<file path="src/rtl/management_mdio_arbiter.sv">
// ---------------------------------------------------------------------------
// management_mdio_arbiter
//
// Shares the single management-port MDIO transceiver among NUM_REQ
// requesters (QSPI register interface, PHY link poller, boot-time PHY init).
// Round-robin grant, one MDIO transaction at a time. The transceiver command
// bus is held stable for the whole transaction and read data is routed back
// to the winning requester.
//
// Optional feature: define MDIO_ARB_TIMEOUT_EN to enable a transaction
// timeout. A timed-out transaction completes with resp_err=1 and
// resp_rdata=16'hFFFF, TIMEOUT_CYCLES cycles after the strobe. Without the
// macro the arbiter waits indefinitely and resp_err is tied 0.
//
// Parameters
//   NUM_REQ         number of requesters, 1..8
//   TIMEOUT_CYCLES  strobe-to-abort cycles (timeout build only), 2..65535
//
// Ports
//   clk, rst_n          system clock, asynchronous active-low reset
//   req_valid[i]        request pending, held until req_ack[i]
//   req_wr[i]           1=write, 0=read
//   req_md_addr         PHY address per requester, slice [5i+:5]
//   req_reg_addr        register address per requester, slice [5i+:5]
//   req_wdata           write data per requester, slice [16i+:16]
//   req_ack[i]          1-cycle pulse, request latched
//   resp_valid[i]       1-cycle pulse, transaction complete
//   resp_rdata          read data (0 for writes), held between responses
//   resp_err            timeout flag, held between responses
//   arb_busy            high whenever the arbiter is not idle
//   phy_md_addr/phy_reg_addr/phy_wr_data   registered command bus
//   phy_reg_wr/phy_reg_rd                  1-cycle command strobes
//   phy_rd_data         read data from transceiver, valid when busy falls
//   mgmt_busy_fwd       transceiver busy
// ---------------------------------------------------------------------------
module management_mdio_arbiter #(
    parameter int NUM_REQ        = 2,
    parameter int TIMEOUT_CYCLES = 65535
) (
    input  logic                    clk,
    input  logic                    rst_n,
    input  logic [NUM_REQ-1:0]      req_valid,
    input  logic [NUM_REQ-1:0]      req_wr,
    input  logic [5*NUM_REQ-1:0]    req_md_addr,
    input  logic [5*NUM_REQ-1:0]    req_reg_addr,
    input  logic [16*NUM_REQ-1:0]   req_wdata,
    output logic [NUM_REQ-1:0]      req_ack,
    output logic [NUM_REQ-1:0]      resp_valid,
    output logic [15:0]             resp_rdata,
    output logic                    resp_err,
    output logic                    arb_busy,
    output logic [4:0]              phy_md_addr,
    output logic [4:0]              phy_reg_addr,
    output logic [15:0]             phy_wr_data,
    output logic                    phy_reg_wr,
    output logic                    phy_reg_rd,
    input  logic [15:0]             phy_rd_data,
    input  logic                    mgmt_busy_fwd
);

    localparam int PTR_W = (NUM_REQ > 1) ? $clog2(NUM_REQ) : 1;

    if (NUM_REQ < 1 || NUM_REQ > 8) begin : g_bad_num_req
        $error("management_mdio_arbiter: NUM_REQ must be 1..8");
    end
    if (TIMEOUT_CYCLES < 2 || TIMEOUT_CYCLES > 65535) begin : g_bad_timeout
        $error("management_mdio_arbiter: TIMEOUT_CYCLES must be 2..65535");
    end

    typedef enum logic [2:0] {
        S_IDLE,
        S_GRANT,
        S_ISSUE,
        S_WAIT_START,
        S_WAIT_DONE,
        S_RESP
    } state_t;

    state_t               r_state;
    logic [PTR_W-1:0]     r_ptr;
    logic [PTR_W-1:0]     r_win;
    logic                 r_wr;
    logic [NUM_REQ-1:0]   r_ack;
    logic [NUM_REQ-1:0]   r_resp_valid;
    logic [15:0]          r_rdata;
    logic [4:0]           r_md_addr;
    logic [4:0]           r_reg_addr;
    logic [15:0]          r_wdata;
    logic                 r_reg_wr;
    logic                 r_reg_rd;

    logic                 w_found;
    logic [PTR_W-1:0]     w_win;

`ifdef MDIO_ARB_TIMEOUT_EN
    // Counter is 0 in the first wait cycle; firing at TIMEOUT_CYCLES-2 puts
    // resp_valid exactly TIMEOUT_CYCLES cycles after the strobe.
    localparam logic [15:0] TO_LAST = 16'(TIMEOUT_CYCLES - 2);
    logic [15:0]          r_cnt;
    logic                 r_err;
`endif

    // Index k positions after p, wrapping modulo NUM_REQ.
    function automatic logic [PTR_W-1:0] rr_idx(input logic [PTR_W-1:0] p, input int k);
        int s;
        s = int'(p) + k;
        if (s >= NUM_REQ) s = s - NUM_REQ;
        return PTR_W'(s);
    endfunction

    function automatic logic [NUM_REQ-1:0] onehot(input logic [PTR_W-1:0] i);
        logic [NUM_REQ-1:0] v;
        v    = '0;
        v[i] = 1'b1;
        return v;
    endfunction

    // Round-robin search starting just after the last winner.
    always_comb begin
        w_found = 1'b0;
        w_win   = '0;
        for (int k = 1; k <= NUM_REQ; k++) begin
            if (!w_found && req_valid[rr_idx(r_ptr, k)]) begin
                w_found = 1'b1;
                w_win   = rr_idx(r_ptr, k);
            end
        end
    end

    always_ff @(posedge clk or negedge rst_n) begin
        if (!rst_n) begin
            r_state      <= S_IDLE;
            r_ptr        <= PTR_W'(NUM_REQ - 1);
            r_win        <= '0;
            r_wr         <= 1'b0;
            r_ack        <= '0;
            r_resp_valid <= '0;
            r_rdata      <= '0;
            r_md_addr    <= '0;
            r_reg_addr   <= '0;
            r_wdata      <= '0;
            r_reg_wr     <= 1'b0;
            r_reg_rd     <= 1'b0;
`ifdef MDIO_ARB_TIMEOUT_EN
            r_cnt        <= '0;
            r_err        <= 1'b0;
`endif
        end else begin
            r_ack        <= '0;
            r_resp_valid <= '0;
            r_reg_wr     <= 1'b0;
            r_reg_rd     <= 1'b0;
            case (r_state)
                S_IDLE: begin
                    // Busy gating also covers a transceiver still running
                    // a transaction aborted by reset or timeout.
                    if (w_found && !mgmt_busy_fwd) begin
                        r_win      <= w_win;
                        r_ptr      <= w_win;
                        r_wr       <= req_wr[w_win];
                        r_md_addr  <= req_md_addr[int'(w_win)*5 +: 5];
                        r_reg_addr <= req_reg_addr[int'(w_win)*5 +: 5];
                        r_wdata    <= req_wdata[int'(w_win)*16 +: 16];
                        r_ack      <= onehot(w_win);
                        r_state    <= S_GRANT;
                    end
                end
                S_GRANT: begin
                    // Command bus has been stable for this whole cycle.
                    r_reg_wr <= r_wr;
                    r_reg_rd <= !r_wr;
                    r_state  <= S_ISSUE;
                end
                S_ISSUE: begin
`ifdef MDIO_ARB_TIMEOUT_EN
                    r_cnt   <= '0;
`endif
                    r_state <= S_WAIT_START;
                end
                S_WAIT_START: begin
                    if (mgmt_busy_fwd) begin
                        r_state <= S_WAIT_DONE;
                    end
`ifdef MDIO_ARB_TIMEOUT_EN
                    if (!mgmt_busy_fwd && r_cnt == TO_LAST) begin
                        r_resp_valid <= onehot(r_win);
                        r_rdata      <= 16'hFFFF;
                        r_err        <= 1'b1;
                        r_state      <= S_RESP;
                    end
                    r_cnt <= r_cnt + 16'd1;
`endif
                end
                S_WAIT_DONE: begin
                    if (!mgmt_busy_fwd) begin
                        r_resp_valid <= onehot(r_win);
                        r_rdata      <= r_wr ? 16'h0000 : phy_rd_data;
`ifdef MDIO_ARB_TIMEOUT_EN
                        r_err        <= 1'b0;
`endif
                        r_state      <= S_RESP;
                    end
`ifdef MDIO_ARB_TIMEOUT_EN
                    else if (r_cnt == TO_LAST) begin
                        r_resp_valid <= onehot(r_win);
                        r_rdata      <= 16'hFFFF;
                        r_err        <= 1'b1;
                        r_state      <= S_RESP;
                    end
                    r_cnt <= r_cnt + 16'd1;
`endif
                end
                S_RESP: begin
                    r_state <= S_IDLE;
                end
                default: begin
                    r_state <= S_IDLE;
                end
            endcase
        end
    end

    assign req_ack      = r_ack;
    assign resp_valid   = r_resp_valid;
    assign resp_rdata   = r_rdata;
    assign arb_busy     = (r_state != S_IDLE);
    assign phy_md_addr  = r_md_addr;
    assign phy_reg_addr = r_reg_addr;
    assign phy_wr_data  = r_wdata;
    assign phy_reg_wr   = r_reg_wr;
    assign phy_reg_rd   = r_reg_rd;
`ifdef MDIO_ARB_TIMEOUT_EN
    assign resp_err     = r_err;
`else
    assign resp_err     = 1'b0;
`endif

endmodule

</file>
<file path="config.mk">
export PLATFORM = sky130hd
export DESIGN_NAME = management_mdio_arbiter
export DESIGN_NICKNAME = d
export VERILOG_FILES = /design/src/rtl/management_mdio_arbiter.sv
export SDC_FILE = /design/constraint.sdc
export NUM_CORES = 1
export LEC_CHECK = 0
export CORE_ASPECT_RATIO = 1.2
export CORE_MARGIN = 2
export CORE_UTILIZATION = 43
export CTS_CLUSTER_SIZE = 28
export DETAILED_ROUTE_END_ITERATION = 10
export PLACE_DENSITY_LB_ADDON = 0.12
export SETUP_SLACK_MARGIN = 0.05
export SLEW_MARGIN = 30
export SYNTH_ARGS = -nofsm -noshare
export SYNTH_HDL_FRONTEND = slang
export SYNTH_SLANG_ARGS = --single-unit
</file>
<file path="constraint.sdc">
create_clock -name clk -period 5.6 [get_ports clk]
set_clock_uncertainty 0.2 [all_clocks]
set_input_delay 0.84 -clock clk [delete_from_list [all_inputs] [get_ports clk]]
set_output_delay 0.84 -clock clk [all_outputs]
set_load 0.03 [all_outputs]
</file>
==> run summary, run 1 <==
Clk pwr share - 0.113
Simple-Gate Fraction of Synth Area - 0.112
WL/cell - 14.1 um
CTS tree - yes
final worst-path setup slack - 2.76 ns
reg2reg end - phy_wr_data[2]$_DFFE_PN0P_
Post-Synth Adder-Cell Area - 0
Die X - 73.0 um
number of gates resized after cts - 0
Rel. slew slack - 0.553
largest family of logic cells by synthesized area - multiplexers
clock slew at reported path FFs - 0.09 ns
status - finished clean
postcts setup bufs - 0
WP data arrival - 1.80 ns
port buffer count - 123
min Tclk post-route - 2.84 ns
met1 Resource Use GR - 0.215
area of the multi-input gates - 1030 um^2
worst r2r src - r_state[2]$_DFFE_PN0P_
first-pass GRT wire length - 8450 um
crit path max fanout - 8
cell area after synthesis - 2460 um^2
share of cells above drive strength 1 - 0.226
#FFs+latches synth - 54
Die H - 86.8 um
Antenna Violating Nets Remaining - 0
residual DRC count - 0
Worst Hold Endpoint - resp_valid[0]$_DFF_PN0_
Tcrit/Tclk final - 0.507
worst r2r path cells - 4
xor/xnor cell area share of the yosys netlist - 0
GR Util met2 - 0.291
core region area - 5590 um^2
Remaining Overflow, GRT - 0
vias - 1,873
Crit. Startpoint - r_state[2]$_DFFE_PN0P_
Vias per Instance - 4.96
f_max - 0.352 GHz
yosys warns - 0
logic gate share of total power - 0.535
RSZ-0062 raised after global routing - false
Sink Count - 54
crit start category - flop
Starting Density - 0.439
post-synthesis net count - 268
Clock Path Buffers - 2
Sw Pwr - 0.000765 W
Place WS - 2.40 ns
multiplexer area fraction after synthesis - 0.257
most used routing layer - met2
R2R Setup Slk - 3.23 ns
MaxCap Viol Count - 0
Hold Crit Start - r_win$_DFFE_PN0P_
number of hold buffers added after cts - 0
initial DRC count - 64
pwr dens - 510 nW/um^2
Filler cells - 447
die area - 6330 um^2
worst hold path cell count - 1
commonest non-fill, non-tap cell in the layout - clkdlybuf4s50_1
Synth Area in Compound Gates - 0.0453
static leakage - 1.58 nW
H-Tree Level Count - 2
post-layout net count - 388
final core occ - 0.681
initial antenna violation count - 0
Syn Area/Cell - 12.7 um^2
Gate Count Post-Synth - 193
synth unique cells - 29
number of global-route vias before repair - 1,764
IO Pins - 125
gr usage total - 0.172
FF+latch area - 1350 um^2
CP Class - reg2out
synth-to-layout area growth - 55.2%
most frequent cells in the layout - clkdlybuf4s50_1, mux2_2, dfrtp_1
final slew viol count - 0
drt total wl - 5340 um
Initial DRT Pass Iterations - 4
GRT met3 Usage - 0.0512
Seq/Total Area, Yosys - 0.551
Setup crit end kind - primary output
setup TNS - 0 ns
Placer Congestion - 0.694
Max VDD drop - 0.329 mV
placed insts - 369
cell internal pwr - 0.00118 W
switching share of total power - 0.393
WP data required - 4.56 ns
Final Hold Viols - 0
detailed placer's ending HPWL - 3870 um
Clk Latency, worst-skew pair - 0.30 ns
antenna diode instance count - 0
type of the worst min-delay path - reg2reg
root buffer cell - clkbuf_8
sequential power share - 0.352
slew of the pin with the lowest slew margin - 0.671 ns
Post-Layout Cell Count - 378
largest net degree at the start of global routing - 55
# rows - 30
final setup fails - 0
TritonCTS buffer count - 5
## registers in the layout, summed over array words and instances (netlist names)
| register | cells |
|---|---|
| r_state | 3 |
| phy_wr_data | 16 |
| r_win | 1 |
| phy_reg_wr | 1 |
| resp_rdata | 16 |
| phy_md_addr | 5 |
| phy_reg_rd | 1 |
| r_wr | 1 |
| phy_reg_addr | 5 |
| resp_valid | 2 |
| r_ptr | 1 |
| req_ack | 2 |
## power groups by stage
stage	clock [W]	sequential [W]	combinational, W
finish	0.000220	0.000684	0.00104
global route	0.000242	0.000716	0.00110
CTS	0.000227	0.000687	0.00105
detailed placement	0	0.000694	0.00105
global placement	0	0.000687	0.00103
floorplan	0	0.000988	0.000308
## stage by stage
step	hold slack [ns]	total power (W)	cell area, um^2
final	0.253	0.00194	3810
after global placement	0.238	0.00172	3710
after global routing	0.269	0.00206	3810
after CTS	0.254	0.00196	3800
after detailed placement	0.248	0.00174	3710
after floorplan	0.218	0.00130	2460
## layer usage
metal,vias to the layer above,share of wire
met3,4,0.078
met1,894,0.42
met4,0,0.0062
met5,-,0
li1,902,-
met2,73,0.50
## synthesized netlist by cell type, drive strengths merged
master   n  share of area
and2     1         0.0025
dfstp    1          0.011
nor4     1         0.0025
or3      1         0.0046
nand2   18          0.028
nor3     2         0.0087
clkbuf   6         0.0097
buf      7          0.023
or4b     1         0.0041
nor4b    1         0.0036
a21bo    1         0.0041
and3     1         0.0025
inv      1         0.0015
o21ai   17          0.035
o31a     1         0.0036
a21boi   1         0.0031
nand4b   1         0.0036
conb     1         0.0015
nand2b  16          0.041
and4bb   1         0.0051
mux2    56           0.26
dfrtp   53           0.54
nor2     4         0.0061
## cell type report
type	count	share of cell area
sequential	54	0.355
timing repair buffer	126	0.329
multi-input combinational	125	0.271
clock buffer	7	0.0227
tap	64	0.0210
clock inverter	1	0.00131
inverter	1	0.000985
## worst max-delay path: stages, from the launching register on
cell,delay [ns]
dfrtp_1,0.45
or3_4,0.44
clkdlybuf4s50_1,0.61
## how the worst max path moves through the flow
| stage | end | slack, ns | cells after the start |
|---|---|---|---|
| floorplan | phy_md_addr[4]$_DFFE_PN0P_ | 3.22 | 4 |
| global placement | phy_wr_data[0]$_DFFE_PN0P_ | 2.43 | 4 |
| detailed placement | phy_wr_data[0]$_DFFE_PN0P_ | 2.40 | 4 |
| CTS | phy_wr_data[0]$_DFFE_PN0P_ | 2.72 | 4 |
| global route | arb_busy | 2.70 | 2 |
| finish | arb_busy | 2.76 | 2 |
## cell families (layout without fill, tap and decap cells)
group           count (synthesis)  in the layout
mux                            56             56
flops                          54             54
simple gates                   48             48
compound gates                 20             20
buf+inv                        14            135
other cells                     1              1
No activity file was read; power rests on OpenSTA's default activity.
==> inputs of run 2 (changes only) <==
CORE_UTILIZATION = 36   (was 43)
clock period = 2.51 ns   (was 5.6 ns; I/O delays follow)
==> run 2 against run 1 <==
  * Cell area up 2.0%
  * Core utilization down 10 points
  * Clock power increased by 120%
==> run summary, run 2 (synthesized netlist as in run 1, its figures left out) <==
core region area - 6730 um^2
worst r2r src - r_state[2]$_DFFE_PN0P_
Clk Latency, worst-skew pair - 0.29 ns
crit path max fanout - 18
TritonCTS buffer count - 5
Remaining Overflow, GRT - 0
Setup crit end kind - flop
root buffer cell - clkbuf_8
Max VDD drop - 0.541 mV
Final Power - 0.00435 W
Sink Count - 54
Setup crit end - phy_wr_data[15]$_DFFE_PN0P_
most frequent cells in the layout - clkdlybuf4s50_1, mux2_2, dfrtp_1
Post-Layout Cell Count - 405
CP Class - reg2reg
Crit. Startpoint - r_state[2]$_DFFE_PN0P_
Filler cells - 605
WP data required - 2.50 ns
MaxCap Viol Count - 0
vias - 1,893
min Tclk post-route - 2.06 ns
reg2reg end - phy_wr_data[15]$_DFFE_PN0P_
pwr dens - 1120 nW/um^2
Die X - 79.4 um
hold_ws - 0.287 ns
IO Pins - 125
Vias per Instance - 4.67
drt total wl - 5620 um
FF+latch area - 1350 um^2
Starting Density - 0.365
share of cells above drive strength 1 - 0.230
antenna diode instance count - 0
CTS tree - yes
die area - 7500 um^2
clock slew at reported path FFs - 0.09 ns
crit start category - flop
largest net degree at the start of global routing - 36
type of the worst min-delay path - reg2reg
residual DRC count - 0
initial antenna violation count - 0
Placer Congestion - 0.704
WL/cell - 13.9 um
post-layout net count - 392
Tcrit/Tclk final - 0.820
area of the multi-input gates - 1020 um^2
WP data arrival - 2.05 ns
placed insts - 396
first-pass GRT wire length - 9380 um
RSZ-0062 raised after global routing - false
# rows - 33
final slew viol count - 0
design area - 3890 um^2
detailed placer's ending HPWL - 4220 um
setup TNS - 0 ns
Clock Path Buffers - 2
Final Hold Viols - 0
Area after DPL - 3780 um^2
gr usage total - 0.158
Antenna Violating Nets Remaining - 0
commonest non-fill, non-tap cell in the layout - clkdlybuf4s50_1
f_max - 0.486 GHz
synth-to-layout area growth - 58.3%
H-Tree Level Count - 2
static leakage - 1.61 nW
Die H - 94.5 um
final setup fails - 0
port buffer count - 123
number of global-route vias before repair - 2,032
Rel. slew slack - 0.652
worst r2r path cells - 4
Initial DRT Pass Iterations - 4
status - finished clean
initial DRC count - 52
slew of the pin with the lowest slew margin - 0.523 ns
R2R Setup Slk - 0.45 ns
[run 2: cell type report]
| type | count | area share |
|---|---|---|
| multi-input combinational | 125 | 0.263 |
| timing repair buffer | 130 | 0.337 |
| sequential | 54 | 0.348 |
| clock inverter | 1 | 0.00129 |
| clock buffer | 7 | 0.0222 |
| inverter | 1 | 0.000965 |
| tap | 87 | 0.0280 |
[run 2: repair_timing]
action | CTS | global route
setup endpoints to repair | 0 | 1
hold endpoints to repair | 21 | 0
hold buffers | 1 | 0
gates resized for setup | 0 | 1
buffers inserted | 0 | 0
[run 2: how the worst min path moves through the flow]
stage / startpoint / to / slack [ns] / depth (start not counted)
floorplan: rst_n / phy_md_addr[0]$_DFFE_PN0P_ / -0.12 / 0
global placement: rst_n / phy_wr_data[5]$_DFFE_PN0P_ / 0.19 / 1
detailed placement: rst_n / phy_wr_data[5]$_DFFE_PN0P_ / 0.19 / 1
CTS: resp_rdata[13]$_DFFE_PN0P_ / resp_rdata[13]$_DFFE_PN0P_ / 0.29 / 2
global route: r_win$_DFFE_PN0P_ / resp_valid[0]$_DFF_PN0_ / 0.31 / 1
finish: resp_rdata[13]$_DFFE_PN0P_ / resp_rdata[13]$_DFFE_PN0P_ / 0.29 / 2
[run 2: worst max-delay path: stages (launching register included)]
cell     delay [ns]
dfrtp_1        0.46
or3_4          0.44
nor3_4         0.20
buf_4          0.29
mux2_2         0.36
[run 2: per-layer routing]
layer	routed length, um	track usage	vias to the layer above
li1	-	-	907
met1	2380	0.191	899
met2	2760	0.275	77
met3	382	0.0402	10
met4	102	0.0517	0
met5	0	0	-
[run 2: report_power, final]
part           switching, W  internal, W  total (W)
sequential         0.000258      0.00127    0.00153
combinational       0.00119      0.00115    0.00233
clock              0.000267     0.000223   0.000490
[run 2: through the flow]
| step | worst slack (ns) | util |
|---|---|---|
| floorplan | 0.569 | - |
| global placement | 0.277 | 0.562 |
| detailed placement | 0.266 | 0.562 |
| CTS | 0.100 | 0.577 |
| global route | 0.338 | 0.578 |
| finish | 0.452 | 0.578 |
